$ cat config.mk
export PLATFORM = sky130hd
export DESIGN_NAME = copro_issue_queue
export DESIGN_NICKNAME = d
export VERILOG_FILES = /design/src/rtl/copro_issue_queue.sv
export SDC_FILE = /design/constraint.sdc
export NUM_CORES = 1
export LEC_CHECK = 0
export ABC_CLOCK_PERIOD_IN_PS = 8550
export BUFFER_PORTS_ARGS = -buffer_cell sky130_fd_sc_hd__buf_2
export CAP_MARGIN = 20
export CELL_PAD_IN_SITES_DETAIL_PLACEMENT = 1
export CELL_PAD_IN_SITES_GLOBAL_PLACEMENT = 1
export CORE_UTILIZATION = 53
export DETAILED_ROUTE_END_ITERATION = 6
export PLACE_DENSITY = 0.94
export SLEW_MARGIN = 40
export SYNTH_ARGS = -nofsm -noshare
export SYNTH_HDL_FRONTEND = slang
export SYNTH_SLANG_ARGS = --single-unit
$ cat constraint.sdc
create_clock -name clk_i -period 8.55 [get_ports clk_i]
set_clock_uncertainty 0.1 [all_clocks]
set_input_delay 0.855 -clock clk_i [delete_from_list [all_inputs] [get_ports clk_i]]
set_output_delay 0.855 -clock clk_i [all_outputs]
set_load 0.02 [all_outputs]
$ cat src/rtl/copro_issue_queue.sv
// Coprocessor issue queue: mask/match decode with same-cycle accept/writeback
// response, in-order buffering, and release to execution after commit.
module copro_issue_queue #(
  parameter int unsigned NbInstr = 2,
  parameter int unsigned Depth   = 4,
  parameter int unsigned IdWidth = 4,
  parameter int unsigned XLEN    = 64,
  parameter int unsigned OpWidth = 4,
  parameter logic [31:0]        InstrMask  [NbInstr] = '{default: 32'h0000_707F},
  parameter logic [31:0]        InstrMatch [NbInstr] = '{default: '0},
  parameter logic [OpWidth-1:0] InstrOp    [NbInstr] = '{default: '0},
  parameter logic               InstrWb    [NbInstr] = '{default: 1'b1}
) (
  input  logic                         clk_i,
  input  logic                         rst_ni,
  input  logic                         flush_i,
  input  logic                         issue_valid_i,
  output logic                         issue_ready_o,
  input  logic [31:0]                  issue_instr_i,
  input  logic [IdWidth-1:0]           issue_id_i,
  input  logic [XLEN-1:0]              issue_rs1_i,
  input  logic [XLEN-1:0]              issue_rs2_i,
  output logic                         issue_accept_o,
  output logic                         issue_writeback_o,
  input  logic                         commit_valid_i,
  input  logic [IdWidth-1:0]           commit_id_i,
  input  logic                         commit_kill_i,
  output logic                         disp_valid_o,
  input  logic                         disp_ready_i,
  output logic [OpWidth-1:0]           disp_op_o,
  output logic [IdWidth-1:0]           disp_id_o,
  output logic [XLEN-1:0]              disp_rs1_o,
  output logic [XLEN-1:0]              disp_rs2_o,
  output logic                         disp_wb_o,
  output logic [$clog2(Depth+1)-1:0]   occupancy_o,
  output logic                         multi_match_o
);

  localparam int unsigned PtrW = $clog2(Depth);
  localparam int unsigned OccW = $clog2(Depth+1);

  logic [Depth-1:0]   valid_q, committed_q, killed_q;
  logic [PtrW-1:0]    head_q, tail_q;
  logic [OccW-1:0]    occ_q;
  logic               multi_q;

  logic [IdWidth-1:0] id_q  [Depth];
  logic [OpWidth-1:0] op_q  [Depth];
  logic [XLEN-1:0]    rs1_q [Depth];
  logic [XLEN-1:0]    rs2_q [Depth];
  logic [Depth-1:0]   wb_q;

  logic               hit_any, multi_hit, win_wb;
  logic [OpWidth-1:0] win_op;
  logic               full, handshake, push, pop, head_live, bypass;

  // Lowest-index hit wins; any further hit flags a multi-match.
  always_comb begin
    hit_any   = 1'b0;
    multi_hit = 1'b0;
    win_op    = '0;
    win_wb    = 1'b0;
    for (int unsigned i = 0; i < NbInstr; i++) begin
      if ((issue_instr_i & InstrMask[i]) == InstrMatch[i]) begin
        if (hit_any) begin
          multi_hit = 1'b1;
        end else begin
          win_op = InstrOp[i];
          win_wb = InstrWb[i];
        end
        hit_any = 1'b1;
      end
    end
  end

  assign issue_accept_o    = issue_valid_i & hit_any;
  assign issue_writeback_o = issue_accept_o & win_wb;

  assign full          = (occ_q == OccW'(Depth));
  assign issue_ready_o = !full & !flush_i;
  assign handshake     = issue_valid_i & issue_ready_o;
  assign push          = handshake & hit_any;
  assign bypass        = commit_valid_i & (commit_id_i == issue_id_i);

  assign head_live    = valid_q[head_q] & committed_q[head_q];
  assign disp_valid_o = head_live & !killed_q[head_q];
  // Killed heads drain on their own, one per cycle, without a dispatch.
  assign pop          = !flush_i & head_live & (killed_q[head_q] | disp_ready_i);

  assign disp_op_o     = op_q[head_q];
  assign disp_id_o     = id_q[head_q];
  assign disp_rs1_o    = rs1_q[head_q];
  assign disp_rs2_o    = rs2_q[head_q];
  assign disp_wb_o     = wb_q[head_q];
  assign occupancy_o   = occ_q;
  assign multi_match_o = multi_q;

  always_ff @(posedge clk_i or negedge rst_ni) begin
    if (!rst_ni) begin
      valid_q     <= '0;
      committed_q <= '0;
      killed_q    <= '0;
      head_q      <= '0;
      tail_q      <= '0;
      occ_q       <= '0;
      multi_q     <= 1'b0;
    end else if (flush_i) begin
      valid_q <= '0;
      head_q  <= '0;
      tail_q  <= '0;
      occ_q   <= '0;
    end else begin
      for (int unsigned i = 0; i < Depth; i++) begin
        if (commit_valid_i && valid_q[i] && !committed_q[i] && id_q[i] == commit_id_i) begin
          committed_q[i] <= 1'b1;
          killed_q[i]    <= commit_kill_i;
        end
      end
      if (pop) begin
        valid_q[head_q] <= 1'b0;
        head_q          <= head_q + PtrW'(1);
      end
      // Tail slot is never valid when pushing, so the commit loop cannot collide with it.
      if (push) begin
        valid_q[tail_q]     <= 1'b1;
        committed_q[tail_q] <= bypass;
        killed_q[tail_q]    <= bypass & commit_kill_i;
        tail_q              <= tail_q + PtrW'(1);
      end
      occ_q <= occ_q + OccW'(push) - OccW'(pop);
      if (handshake && multi_hit) multi_q <= 1'b1;
    end
  end

  always_ff @(posedge clk_i) begin
    if (push && !flush_i) begin
      id_q[tail_q]  <= issue_id_i;
      op_q[tail_q]  <= win_op;
      rs1_q[tail_q] <= issue_rs1_i;
      rs2_q[tail_q] <= issue_rs2_i;
      wb_q[tail_q]  <= win_wb;
    end
  end

endmodule

* Word level (Yosys, flattened, before mapping) *
Memory sizes are Yosys's and may differ from the RTL's.
Cells that the tools add are included.

word-level totals
  input port bits = 175
  memories kept = 3
  register bits = 24
  output and inout bits = 145
  memory bits (writable) = 528

memory list
  memory  depth  width  rd ports  clocked after Yosys merged registers in  write ports  RTL line  RTL
  rs1_q   4      64     1         0                                        1            49        logic [XLEN-1:0] rs1_q [Depth];
  rs2_q   4      64     1         0                                        1            50        logic [XLEN-1:0] rs2_q [Depth];
  id_q    4      4      5         0                                        1            47        logic [IdWidth-1:0] id_q [Depth];

cells by class
  bitwise operators = 16
  order comparisons = 4
  add/subtract/negate cells = 4
  equal/unequal tests = 6
  reduce and logical (&&, ||, !) cells = 27
  multiplexer cells = 48

operator list
  operator                                                                       number
  32-bit zero test                                                               1
  1-bit two-way mux                                                              28
  4-bit two-way mux                                                              6
  4-bit equality test                                                            5
  1-bit logical AND                                                              16
  4-bit bitwise mux                                                              3
  1-bit bitwise AND                                                              11
  1-bit binary-select mux with 2-bit select                                      4
  2-bit two-way mux                                                              4
  1-bit zero test                                                                7
  2-bit by 3-bit less-than comparator with 1-bit output (second input constant)  2
  2-bit by 1-bit adder with 2-bit output (second input constant)                 2
  4-bit bitwise AND                                                              1
  1-bit demux with 2-bit select                                                  2
  2-bit by 1-bit >= comparator with 1-bit output (second input constant)         2
  4-bit NOT                                                                      1
  4-bit OR                                                                       1
  2-bit nonzero test                                                             2
  3-bit by 1-bit adder with 3-bit output                                         1
  3-bit equality test (second input constant)                                    1
  3-bit two-way mux                                                              1
  3-bit by 1-bit subtractor with 3-bit output                                    1
  2-bit AND reduction                                                            1
  1-bit NOT                                                                      1
  1-bit OR                                                                       1

* Longest topological paths before layout *
Gate-level depths: netlist (run 1).

  depth in word-level cells = 11
  mapped depth = 13
  gate-level depth less buffers = 12

* Worst setup path after synthesis (run 1) *
No wires, ideal clock.

  path kind = input port to flip-flop
  start point = input port issue_instr_i[5]
  end point = memory id_q[0][0], enable pin
  library setup time = 486 ps
  data arrival time = 4685 ps
  cell stages on the path = 6
  path buffers = 1
  setup slack = 3278 ps
  cell sequence = or4_4 > nor4_4 > and3_1 > buf_6 > nand2_4 > inv_1

between the ends
  cells in the longest elaborated chain, start to end = 7

RTL lines
  element                                    RTL line  RTL
  from (decl)                                19        input logic [31:0] issue_instr_i,
  32-bit zero test *                         64        if ((issue_instr_i & InstrMask[i]) == InstrMatch[i]) begin
  1-bit two-way mux                          64
  1-bit two-way mux *                        64
  named net hit_any                          53        logic hit_any, multi_hit, win_wb;
  1-bit bitwise AND *                        82        assign push = handshake & hit_any;
  1-bit logical AND *                        136       if (push && !flush_i) begin
  1-bit two-way mux *                        136
  1-bit two-way mux (not written as such) *  137       id_q[tail_q] <= issue_id_i;
  to (decl)                                  47

Mark *: on every way through the listed nets, which the timed path passes. The rest lies on a longest branch.

* Worst setup path after layout (run 1) *
  start point = register head_q[0]
  end point = output port disp_rs1_o[49]

between the ends
  cells in the longest elaborated chain, start to end = 1

RTL lines
  element                 RTL line  RTL
  from (decl)             43        logic [PtrW-1:0] head_q, tail_q;
  from (signal assigned)  121       head_q <= head_q + PtrW'(1);
  memory 4 x 64 bit       n/a
  to (decl)               32        output logic [XLEN-1:0] disp_rs1_o,

Every way passes these cells.

==> run_results.csv, run 1 <==
group,metric,value,unit
timing,min_period,4411,ps
synthesis,syn_avg_cell_area,24.37,um^2
clock_tree,hold_buffers,0,
clock_tree,root_buffer,"clkbuf_16",
placement,dp.cells,1621,
setup_path,cp_max_fo,42,
final_layout,syn_to_final_growth,18.68,%
setup_path,cp_cell_sequence,"buf_6, buf_4, mux4_2, buf_2",
clock_tree,clk_pin_slew,60,ps
timing,finalSetupViolCount,0,
synthesis,syn_area,20590,um^2
detailed_routing,vias_per_cell,5.607,
global_routing,grt_max_degree,81,
flow_run,cap_violations,0,
timing,finalHoldViolCount,0,
setup_path,cp.required,7600,ps
placement,dpl_cell_area,22640,um^2
final_layout,drive_gt1_share,44.08,%
clock_tree,cts_tree,"built",
detailed_routing,routed_wl,45.32,mm
setup_path,crit_buf_inv,3,
setup_path,critPathSlowestCell,"dfrtp_4",
final_layout,layout_commonest_cell,"edfxtp_1",
global_routing,grt_use_total,23.15,%
clock_tree,postCtsSetupRepairBufs,0,
final_layout,final_nets,1353,
placement,io_buffers,293,
die,rows,71,
clock_tree,clockBufferDepth,3,
placement,hpwlAfterDp,28.74,mm
timing,slew_violations,0,
timing,fin_crit_sh,51.60,%
die,die_w,199.1,um
min_path,hp-class,"primary input to async pin",
setup_path,worst_setup_path_start_kind,"flip-flop",
synthesis,ys_types,37,
clock_tree,ctsResizeCount,0,
detailed_routing,drtAntennaViolNets,0,
die,start_util,54.28,%
setup_path,worstSetupPathType,"flip-flop to primary output",
setup_path,crit_family,"buffers and inverters",
detailed_routing,drt_first_pass_iters,6,
die,pin_count,320,
power,p_per_area,221.3,nW/um^2
setup_path,endpoint_kind,"primary output",
setup_path,critical_path_arrival,3460,ps
final_layout,fillers,3124,
final_layout,postLayoutCellArea,24440,um^2
global_routing,grt_overflow,0,
die,die_y,199.1,um
timing,setup-tns-final,0,ps
final_layout,final_util,64.42,%
placement,gp_congestion,0.7786,
die,design.core.area,37930,um^2
detailed_routing,via_count,9666,
clock_tree,h-tree-depth,2,
timing,slew-limit-headroom,44.37,%
synthesis,yosysSeqAreaShare,80.01,%
setup_path,cpPeakStageDelay,770,ps
timing,holdWs,119.7,ps
final_layout,layout_common_cells,"532 x edfxtp_1, 293 x buf_2, 135 x mux4_2",
global_routing,grt_first_pass_wirelength,66.33,mm
power,leakage,0.008257,uW
timing,tightest_slew,834.5,ps
global_routing,grt_pass1_vias,10752,
clock_tree,insertion_delay,600,ps
power,irDropWorstVdd,0.0001879,V
detailed_routing,drcViolationCount,0,
status,status,"finished clean",
global_routing,antenna_found_initial,9,
die,dieArea,39640,um^2
final_layout,stdcell_count,1724,
timing,rsz0062_at_grt,"false",
timing,max_freq,226.7,MHz
synthesis,ys_ff_latch,552,
synthesis,synthCells,845,
clock_tree,clkSinkCount,552,
detailed_routing,first_iter_violations,439,
detailed_routing,wl_per_cell,26.29,um
synthesis,yosysWarnings,0,
clock_tree,cts_made_buffers,55,
-- final timing paths --
path | startpoint | endpoint | slack (ps) | cells after the start
min in group clk_i | issue_rs2_i[48] | rs2_q[2][48] | 360 | 1
worst min register to register | multi_match_o | multi_match_o | 380 | 1
max in group asynchronous | rst_ni | head_q[1] | 7850 | 1
worst min-delay path | rst_ni | valid_q[3] | 120 | 1
worst max register to register | head_q[1] | occupancy_o[2] | 4680 | 12
worst max-delay path | head_q[0] | disp_rs1_o[49] | 4140 | 4
-- metrics by stage --
| stage | worst slack (ps) | power [uW] |
|---|---|---|
| after CTS | 3775 | 5454 |
| final | 4139 | 5407 |
| after global routing | 3849 | 5538 |
| after floorplan | 3278 | 3034 |
| after detailed placement | 3976 | 3099 |
| after global placement | 3986 | 3086 |
-- sequential cells by signal, indices dropped and copies added, names as in the netlist --
name,count
wb_q,4
committed_q,4
rs2_q,256
id_q,16
head_q,2
occupancy_o,3
multi_match_o,1
killed_q,4
rs1_q,256
valid_q,4
tail_q,2
-- metal layers --
metal | part of all wire, % | vias up | GRT usage (%)
li1 | - | 4199 | -
met1 | 38 | 5090 | 28.06
met2 | 53 | 293 | 40.29
met3 | 6.4 | 76 | 5.941
met4 | 2.5 | 8 | 8.120
met5 | 0.11 | - | 0
-- cell families after synthesis --
family	Yosys count	share of synthesized area, %
AOI/OAI and AO/OA	11	0.3707
other	1	0.01821
adders and majority gates	11	0.7049
xor gates and xnor gates	23	0.9783
buffers and inverters	55	1.227
DFF	552	80.01
muxes	146	15.30
and+or+nand+nor	46	1.386
-- power by group --
group          internal, uW  switching (uW)  leakage, uW  total [uW]
clock network          1380             985     0.000866        2360
logic                  29.5            50.5      0.00233        80.1
registers              2960           0.338      0.00506        2960
total                  4370            1040      0.00826        5410
-- layout make-up --
cell class / count / area, um^2 / share of cell area (%)
diodes: 6 / 15.01 / 0.06144
clock buffers: 69 / 1449 / 5.929
clock inverters: 28 / 322.8 / 1.321
inverters: 13 / 68.82 / 0.2816
multi-input cells: 241 / 3875 / 15.86
flip-flops and latches: 552 / 16480 / 67.45
well taps: 511 / 639.4 / 2.616
repair buffers: 304 / 1584 / 6.482
-- cells in the mapped netlist (all sizes together) --
| library cell | n | share of area [%] |
|---|---|---|
| edfxtp | 532 | 78 |
| a211o | 3 | 0.13 |
| o21ai | 2 | 0.049 |
| fa | 1 | 0.097 |
| or4 | 2 | 0.091 |
| nand2 | 14 | 0.36 |
| nand4b | 4 | 0.17 |
| dfrtp | 20 | 2.4 |
| nor3 | 2 | 0.049 |
| and4 | 1 | 0.049 |
| xnor2 | 7 | 0.30 |
| ha | 10 | 0.61 |
| mux2i | 11 | 0.53 |
| xor2 | 16 | 0.68 |
| a21oi | 3 | 0.073 |
| or3 | 1 | 0.036 |
| or2 | 1 | 0.030 |
| and3 | 1 | 0.030 |
| and2 | 1 | 0.036 |
| nor2 | 11 | 0.21 |
| nor2b | 2 | 0.061 |
| clkbuf | 16 | 0.29 |
| inv | 13 | 0.24 |
| mux4 | 135 | 15 |
| o21ba | 1 | 0.049 |
| buf | 26 | 0.70 |
| o31ai | 1 | 0.036 |
| conb | 1 | 0.018 |
| a21boi | 1 | 0.036 |
| nor4 | 6 | 0.26 |
(Power assumes the default switching activity.)
==> run 2, diff against run 1 <==
--- a/config.mk
+++ b/config.mk
@@ -5,14 +5,14 @@
 export SDC_FILE = /design/constraint.sdc
 export NUM_CORES = 1
 export LEC_CHECK = 0
-export ABC_CLOCK_PERIOD_IN_PS = 8550
+export ABC_CLOCK_PERIOD_IN_PS = 4300
 export BUFFER_PORTS_ARGS = -buffer_cell sky130_fd_sc_hd__buf_2
 export CAP_MARGIN = 20
 export CELL_PAD_IN_SITES_DETAIL_PLACEMENT = 1
 export CELL_PAD_IN_SITES_GLOBAL_PLACEMENT = 1
-export CORE_UTILIZATION = 53
+export CORE_UTILIZATION = 49
 export DETAILED_ROUTE_END_ITERATION = 6
-export PLACE_DENSITY = 0.94
+export PLACE_DENSITY = 0.89
 export SLEW_MARGIN = 40
 export SYNTH_ARGS = -nofsm -noshare
 export SYNTH_HDL_FRONTEND = slang
==> constraint.sdc (replaced) <==
create_clock -name clk_i -period 4.3 [get_ports clk_i]
set_clock_uncertainty 0.1 [all_clocks]
set_input_delay 0.43 -clock clk_i [delete_from_list [all_inputs] [get_ports clk_i]]
set_output_delay 0.43 -clock clk_i [all_outputs]
set_load 0.02 [all_outputs]
==> run_results.csv, run 2 (synthesis results as in run 1) <==
group,metric,value,unit
timing,tightest_slew,695.0,ps
detailed_routing,via_count,10282,
die,die_w,207.0,um
detailed_routing,vias_per_cell,5.446,
setup_path,cp_max_fo,64,
timing,max_freq,291.1,MHz
clock_tree,postCtsSetupRepairBufs,0,
setup_path,endpoint_kind,"primary output",
placement,pre_cts_ws,669.6,ps
clock_tree,insertion_delay,580,ps
timing,finalHoldViolCount,0,
setup_path,critical_path_arrival,2900,ps
clock_tree,h-tree-depth,2,
final_layout,top_regs,"rs1_q x256, rs2_q x256, id_q x16",
setup_path,worst_setup_path_start_kind,"flip-flop",
clock_tree,cts_made_buffers,56,
detailed_routing,wl_per_cell,25.77,um
timing,finalSetupViolCount,0,
global_routing,grt_first_pass_wirelength,71.08,mm
timing,setup-tns-final,0,ps
clock_tree,cts_tree,"built",
die,die_y,207.0,um
setup_path,cp_cell_sequence,"buf_12, buf_16, mux4_2, buf_2",
timing,worst_slack,865.3,ps
global_routing,grt_use_total,22.82,%
final_layout,syn_to_final_growth,26.12,%
final_layout,drive_gt1_share,39.84,%
detailed_routing,drcViolationCount,30,
setup_path,critPathSlowestCell,"dfrtp_4",
setup_path,rr_endpoint,"occupancy_o[2]",
final_layout,postLayoutCellArea,25970,um^2
detailed_routing,first_iter_violations,723,
placement,dpl_cell_area,22820,um^2
global_routing,grt_max_degree,101,
flow_run,cap_violations,0,
placement,hpwlAfterDp,27.39,mm
setup_path,cpPeakStageDelay,690,ps
final_layout,final_nets,1493,
timing,slew-limit-headroom,53.67,%
setup_path,rr_worst_depth,11,
setup_path,r2r-start,"head_q[0]",
min_path,min_to,"wb_q[2]",
clock_tree,clk_pin_slew,60,ps
global_routing,grt_overflow,0,
die,design.core.area,41110,um^2
die,start_util,50.09,%
timing,fin_crit_sh,79.88,%
global_routing,grt_pass1_vias,11746,
die,dieArea,42850,um^2
clock_tree,root_buffer,"clkbuf_16",
global_routing,antenna_found_initial,4,
status,status,"finished, violations left",
power,leakage,0.008865,uW
die,pin_count,320,
min_path,hp-class,"primary input to flip-flop",
detailed_routing,drt_first_pass_iters,7,
final_layout,final_util,63.17,%
final_layout,layout_common_cells,"532 x edfxtp_1, 293 x buf_2, 135 x mux4_2",
timing,holdWs,84.09,ps
die,rows,74,
power,p_per_area,419.9,nW/um^2
setup_path,crit_family,"buffers and inverters",
clock_tree,ctsResizeCount,0,
timing,min_period,3435,ps
setup_path,cp.required,3770,ps
placement,gp_congestion,0.7736,
detailed_routing,drtAntennaViolNets,0,
status,failed_checks,"design-rule violations",
timing,rsz0062_at_grt,"false",
placement,io_buffers,293,
setup_path,rrSetupSlack,1250,ps
setup_path,worstSetupPathType,"flip-flop to primary output",
setup_path,crit_buf_inv,3,
power,irDropWorstVdd,0.0004469,V
final_layout,layout_commonest_cell,"edfxtp_1",
min_path,min_path_cells,2,
detailed_routing,routed_wl,48.65,mm
clock_tree,clockBufferDepth,3,
timing,slew_violations,0,
clock_tree,clkSinkCount,552,
min_path,min-delay-start,"issue_instr_i[13]",
==> run 2: how the worst max path moves through the flow <==
stage                                start  slack (ps)             end  depth (start not counted)
after floorplan             occupancy_o[1]         620      id_q[0][0]                          6
after global placement    issue_instr_i[5]         770  occupancy_o[2]                         13
after detailed placement  issue_instr_i[5]         670  occupancy_o[2]                         13
after CTS                        head_q[0]         860  disp_rs2_o[58]                          3
after global routing             head_q[0]         670  disp_rs2_o[58]                          4
final                            head_q[0]         870  disp_rs2_o[58]                          4
==> run 2: layout make-up <==
| type | count | area (um^2) |
|---|---|---|
| multi-input cells | 241 | 3875 |
| diodes | 3 | 7.507 |
| clock inverters | 30 | 276.5 |
| fillers | 3439 | 15140 |
| well taps | 532 | 665.6 |
| inverters | 13 | 60.06 |
| repair buffers | 443 | 3090 |
| flip-flops and latches | 552 | 16480 |
| clock buffers | 74 | 1511 |
==> run 2: worst reg2reg max path: stages (launching register included) <==
cell	delay, ps
dfrtp_4	690
mux4_2	590
nor2_1	200
nor3_1	80
ha_1	300
inv_1	60
ha_1	130
inv_1	50
fa_1	400
xor2_1	160
xnor2_1	130
nor2_1	50
==> run 2: where the power goes <==
group	switching (uW)	internal, uW	leakage (uW)	total, uW
Sequential	0.654	5890	0.00506	5890
Clock	1990	2760	0.000878	4750
Combinational	126	138	0.00293	264
Total	2110	8790	0.00887	10900
==> run 2: per-layer routing <==
layer  vias to the layer above  routed length [um]  global-route usage [%]
met3                        68                3301                   5.934
met4                         2                 953                   7.065
li1                       4478                   -                       -
met5                         -                  13                       0
met2                       346               25520                   39.89
met1                      5388               18860                   27.76
==> run 2: per-stage QoR <==
stage | power (uW) | cells
after global placement | 6139 | 1646
after CTS | 10990 | 1884
after detailed placement | 6161 | 1647
after global routing | 11190 | 1887
after floorplan | 6032 | 848
final | 10910 | 1888
==> run 2: timing repair <==
| item | CTS | global route |
|---|---|---|
| hold buffers | 133 | 0 |
| setup endpoints to repair | 0 | 0 |
| hold endpoints to repair | 548 | 0 |
==> run 3, diff against run 2 <==
--- a/config.mk
+++ b/config.mk
@@ -5,12 +5,13 @@
 export SDC_FILE = /design/constraint.sdc
 export NUM_CORES = 1
 export LEC_CHECK = 0
-export ABC_CLOCK_PERIOD_IN_PS = 4300
+export ABC_AREA = 1
+export ABC_CLOCK_PERIOD_IN_PS = 3570
 export BUFFER_PORTS_ARGS = -buffer_cell sky130_fd_sc_hd__buf_2
 export CAP_MARGIN = 20
 export CELL_PAD_IN_SITES_DETAIL_PLACEMENT = 1
 export CELL_PAD_IN_SITES_GLOBAL_PLACEMENT = 1
-export CORE_UTILIZATION = 49
+export CORE_UTILIZATION = 46
 export DETAILED_ROUTE_END_ITERATION = 6
 export PLACE_DENSITY = 0.89
 export SLEW_MARGIN = 40
==> constraint.sdc (replaced) <==
create_clock -name clk_i -period 3.57 [get_ports clk_i]
set_clock_uncertainty 0.1 [all_clocks]
set_input_delay 0.357 -clock clk_i [delete_from_list [all_inputs] [get_ports clk_i]]
set_output_delay 0.357 -clock clk_i [all_outputs]
set_load 0.02 [all_outputs]
==> run_results.csv, run 3 <==
group,metric,value,unit
status,status,"finished clean",
setup_path,critical_path_arrival,2930,ps
placement,dpl_cell_area,23320,um^2
clock_tree,insertion_delay,600,ps
timing,finalHoldViolCount,0,
setup_path,r2r-start,"head_q[0]",
setup_path,crit_family,"buffers and inverters",
final_layout,drive_gt1_share,21.03,%
detailed_routing,first_iter_violations,1120,
timing,rsz0062_at_grt,"false",
min_path,hp-class,"primary input to flip-flop",
global_routing,grt_overflow,0,
synthesis,ys_ff_latch,552,
die,design.core.area,45580,um^2
setup_path,worst-path-stages,5,
synthesis,synth_edf_count,532,
final_layout,fillers,4439,
synthesis,synthTopCellsByArea,"edfxtp_1 75%, o21ai_0 6.2%, nor2_1 5.1%, o22ai_1 3.8%, dfrtp_1 2.3%",
global_routing,grt_first_pass_wirelength,93.42,mm
final_layout,layout_commonest_cell,"edfxtp_1",
timing,slew_violations,0,
global_routing,grt_pass1_vias,15954,
die,die_y,217.2,um
placement,gp_congestion,0.7840,
setup_path,crit_buf_inv,3,
placement,pre_cts_ws,596.5,ps
synthesis,yosysSeqAreaShare,77.34,%
final_layout,layout_common_cells,"532 x edfxtp_1, 293 x buf_2, 285 x nor2_1",
synthesis,synth-async-reset-ratio,3.623,%
final_layout,postLayoutCellArea,26640,um^2
power,irDropWorstVdd,0.0005247,V
clock_tree,clkSinkCount,552,
detailed_routing,drtAntennaViolNets,0,
final_layout,final_util,58.44,%
detailed_routing,wl_per_cell,24.05,um
synthesis,ys_types,32,
timing,fin_crit_sh,95.01,%
detailed_routing,vias_per_cell,5.623,
global_routing,grt_use_total,26.30,%
timing,min_period,3392,ps
clock_tree,root_buffer,"clkbuf_16",
placement,hpwlAfterDp,32.58,mm
timing,worst_slack,178.0,ps
clock_tree,h-tree-depth,2,
synthesis,synthCells,1544,
synthesis,syn_area,21300,um^2
flow_run,cap_violations,0,
die,die_w,217.2,um
final_layout,top_regs,"rs1_q x256, rs2_q x256, id_q x16",
final_layout,syn_to_final_growth,25.03,%
synthesis,synth_top_area_share,74.99,%
setup_path,rr_worst_depth,13,
timing,slew-limit-headroom,46.25,%
min_path,min-delay-start,"issue_valid_i",
clock_tree,cts_tree,"built",
die,dieArea,47180,um^2
final_layout,layout.area.seq,16490,um^2
synthesis,synth.most_common_cell,"edfxtp_1",
clock_tree,clockBufferDepth,3,
die,start_util,46.74,%
timing,holdWs,54.89,ps
setup_path,worstSetupPathType,"flip-flop to primary output",
timing,max_freq,294.8,MHz
synthesis,synthFlopType,"edfxtp_1",
detailed_routing,drcViolationCount,0,
power,p_per_area,514.4,nW/um^2
setup_path,cp_common_cell,"buf_6",
final_layout,final_nets,2136,
synthesis,yosysWarnings,0,
placement,io_buffers,293,
min_path,min_path_cells,3,
timing,tightest_slew,806.2,ps
die,pin_count,320,
synthesis,yosysTopAreaCell,"edfxtp_1",
setup_path,rr_endpoint,"occupancy_o[2]",
min_path,min_to,"multi_match_o",
setup_path,cp_cell_sequence,"buf_6, buf_6, o21ai_0, o22ai_1, buf_2",
setup_path,endpoint_kind,"primary output",
detailed_routing,via_count,14619,
global_routing,grt_max_degree,151,
detailed_routing,routed_wl,62.54,mm
setup_path,cp.required,3110,ps
power,leakage,0.009634,uW
die,rows,78,
clock_tree,cts_made_buffers,56,
detailed_routing,drt_first_pass_iters,5,
setup_path,critPathSlowestCell,"dfrtp_4",
setup_path,cp_max_fo,66,
timing,finalSetupViolCount,0,
setup_path,worst_setup_path_start_kind,"flip-flop",
synthesis,syn_avg_cell_area,13.80,um^2
synthesis,synth_common_cells,"532 x edfxtp_1, 287 x nor2_1, 266 x o21ai_0",
setup_path,cpPeakStageDelay,520,ps
clock_tree,clk_pin_slew,60,ps
setup_path,rrSetupSlack,860,ps
final_layout,multiInputGateArea,4219,um^2
global_routing,antenna_found_initial,4,
-- run 3: cell families (layout without fill, tap and decap cells) --
| logic type | Yosys count | in the layout | share of synthesized area [%] |
|---|---|---|---|
| adders and majority gates | 11 | 11 | 0.6813 |
| and+or+nand+nor | 428 | 428 | 8.070 |
| AOI/OAI and AO/OA | 413 | 413 | 10.55 |
| xor gates and xnor gates | 7 | 7 | 0.2878 |
| buffers and inverters | 132 | 582 | 3.054 |
| other | 1 | 7 | 0.01760 |
| DFF | 552 | 552 | 77.34 |
-- run 3: worst min-delay path: stages --
cell	delay [ps]
buf_2	160
nand3_1	140
nand2_1	60
-- run 3: metrics by stage --
| stage | std cells | total power, uW | setup TNS (ps) |
|---|---|---|---|
| 3_5_place_dp | 2358 | 7431 | 0 |
| 6_report | 2600 | 13700 | 0 |
| 3_3_place_gp | 2358 | 7404 | 0 |
| 2_1_floorplan | 1547 | 7273 | -3606 |
| 4_1_cts | 2597 | 13690 | 0 |
| 5_1_grt | 2600 | 14020 | 0 |
-- run 3: what timing repair did --
action | in CTS | in global routing
hold endpoints to repair | 555 | 0
buffers inserted | 0 | 0
hold buffers | 134 | 0
gates resized for setup | 2 | 3
setup endpoints to repair | 28 | 14
-- run 3: area by class of cell --
class,instances,share of cell area [%]
Sequential cell,552,61.89
Multi-Input combinational cell,863,15.84
Timing Repair Buffer,443,11.58
Clock buffer,60,5.397
Tap cell,600,2.818
Clock inverter,45,1.931
Inverter,34,0.5167
Antenna cell,3,0.02818
-- run 3: how the worst max path moves through the flow --
stage              startpoint        endpoint
3_3_place_gp        head_q[0]  disp_rs1_o[19]
4_1_cts             head_q[0]  disp_rs1_o[22]
5_1_grt             head_q[0]  disp_rs1_o[22]
2_1_floorplan  occupancy_o[1]      id_q[0][0]
3_5_place_dp        head_q[0]  disp_rs1_o[23]
6_report            head_q[0]  disp_rs1_o[46]
-- run 3: metal layers --
layer | up-vias | track usage [%] | part of all wire, %
li1 | 6524 | - | -
met2 | 528 | 47.98 | 53
met5 | - | 0 | 0.027
met1 | 7423 | 29.99 | 37
met4 | 2 | 10.31 | 3.7
met3 | 142 | 5.521 | 5.7
-- run 3: where the power goes --
group / total, uW / switching, uW / internal [uW]
clock network: 6270 / 2560 / 3710
registers: 7090 / 0.394 / 7090
logic: 336 / 169 / 168
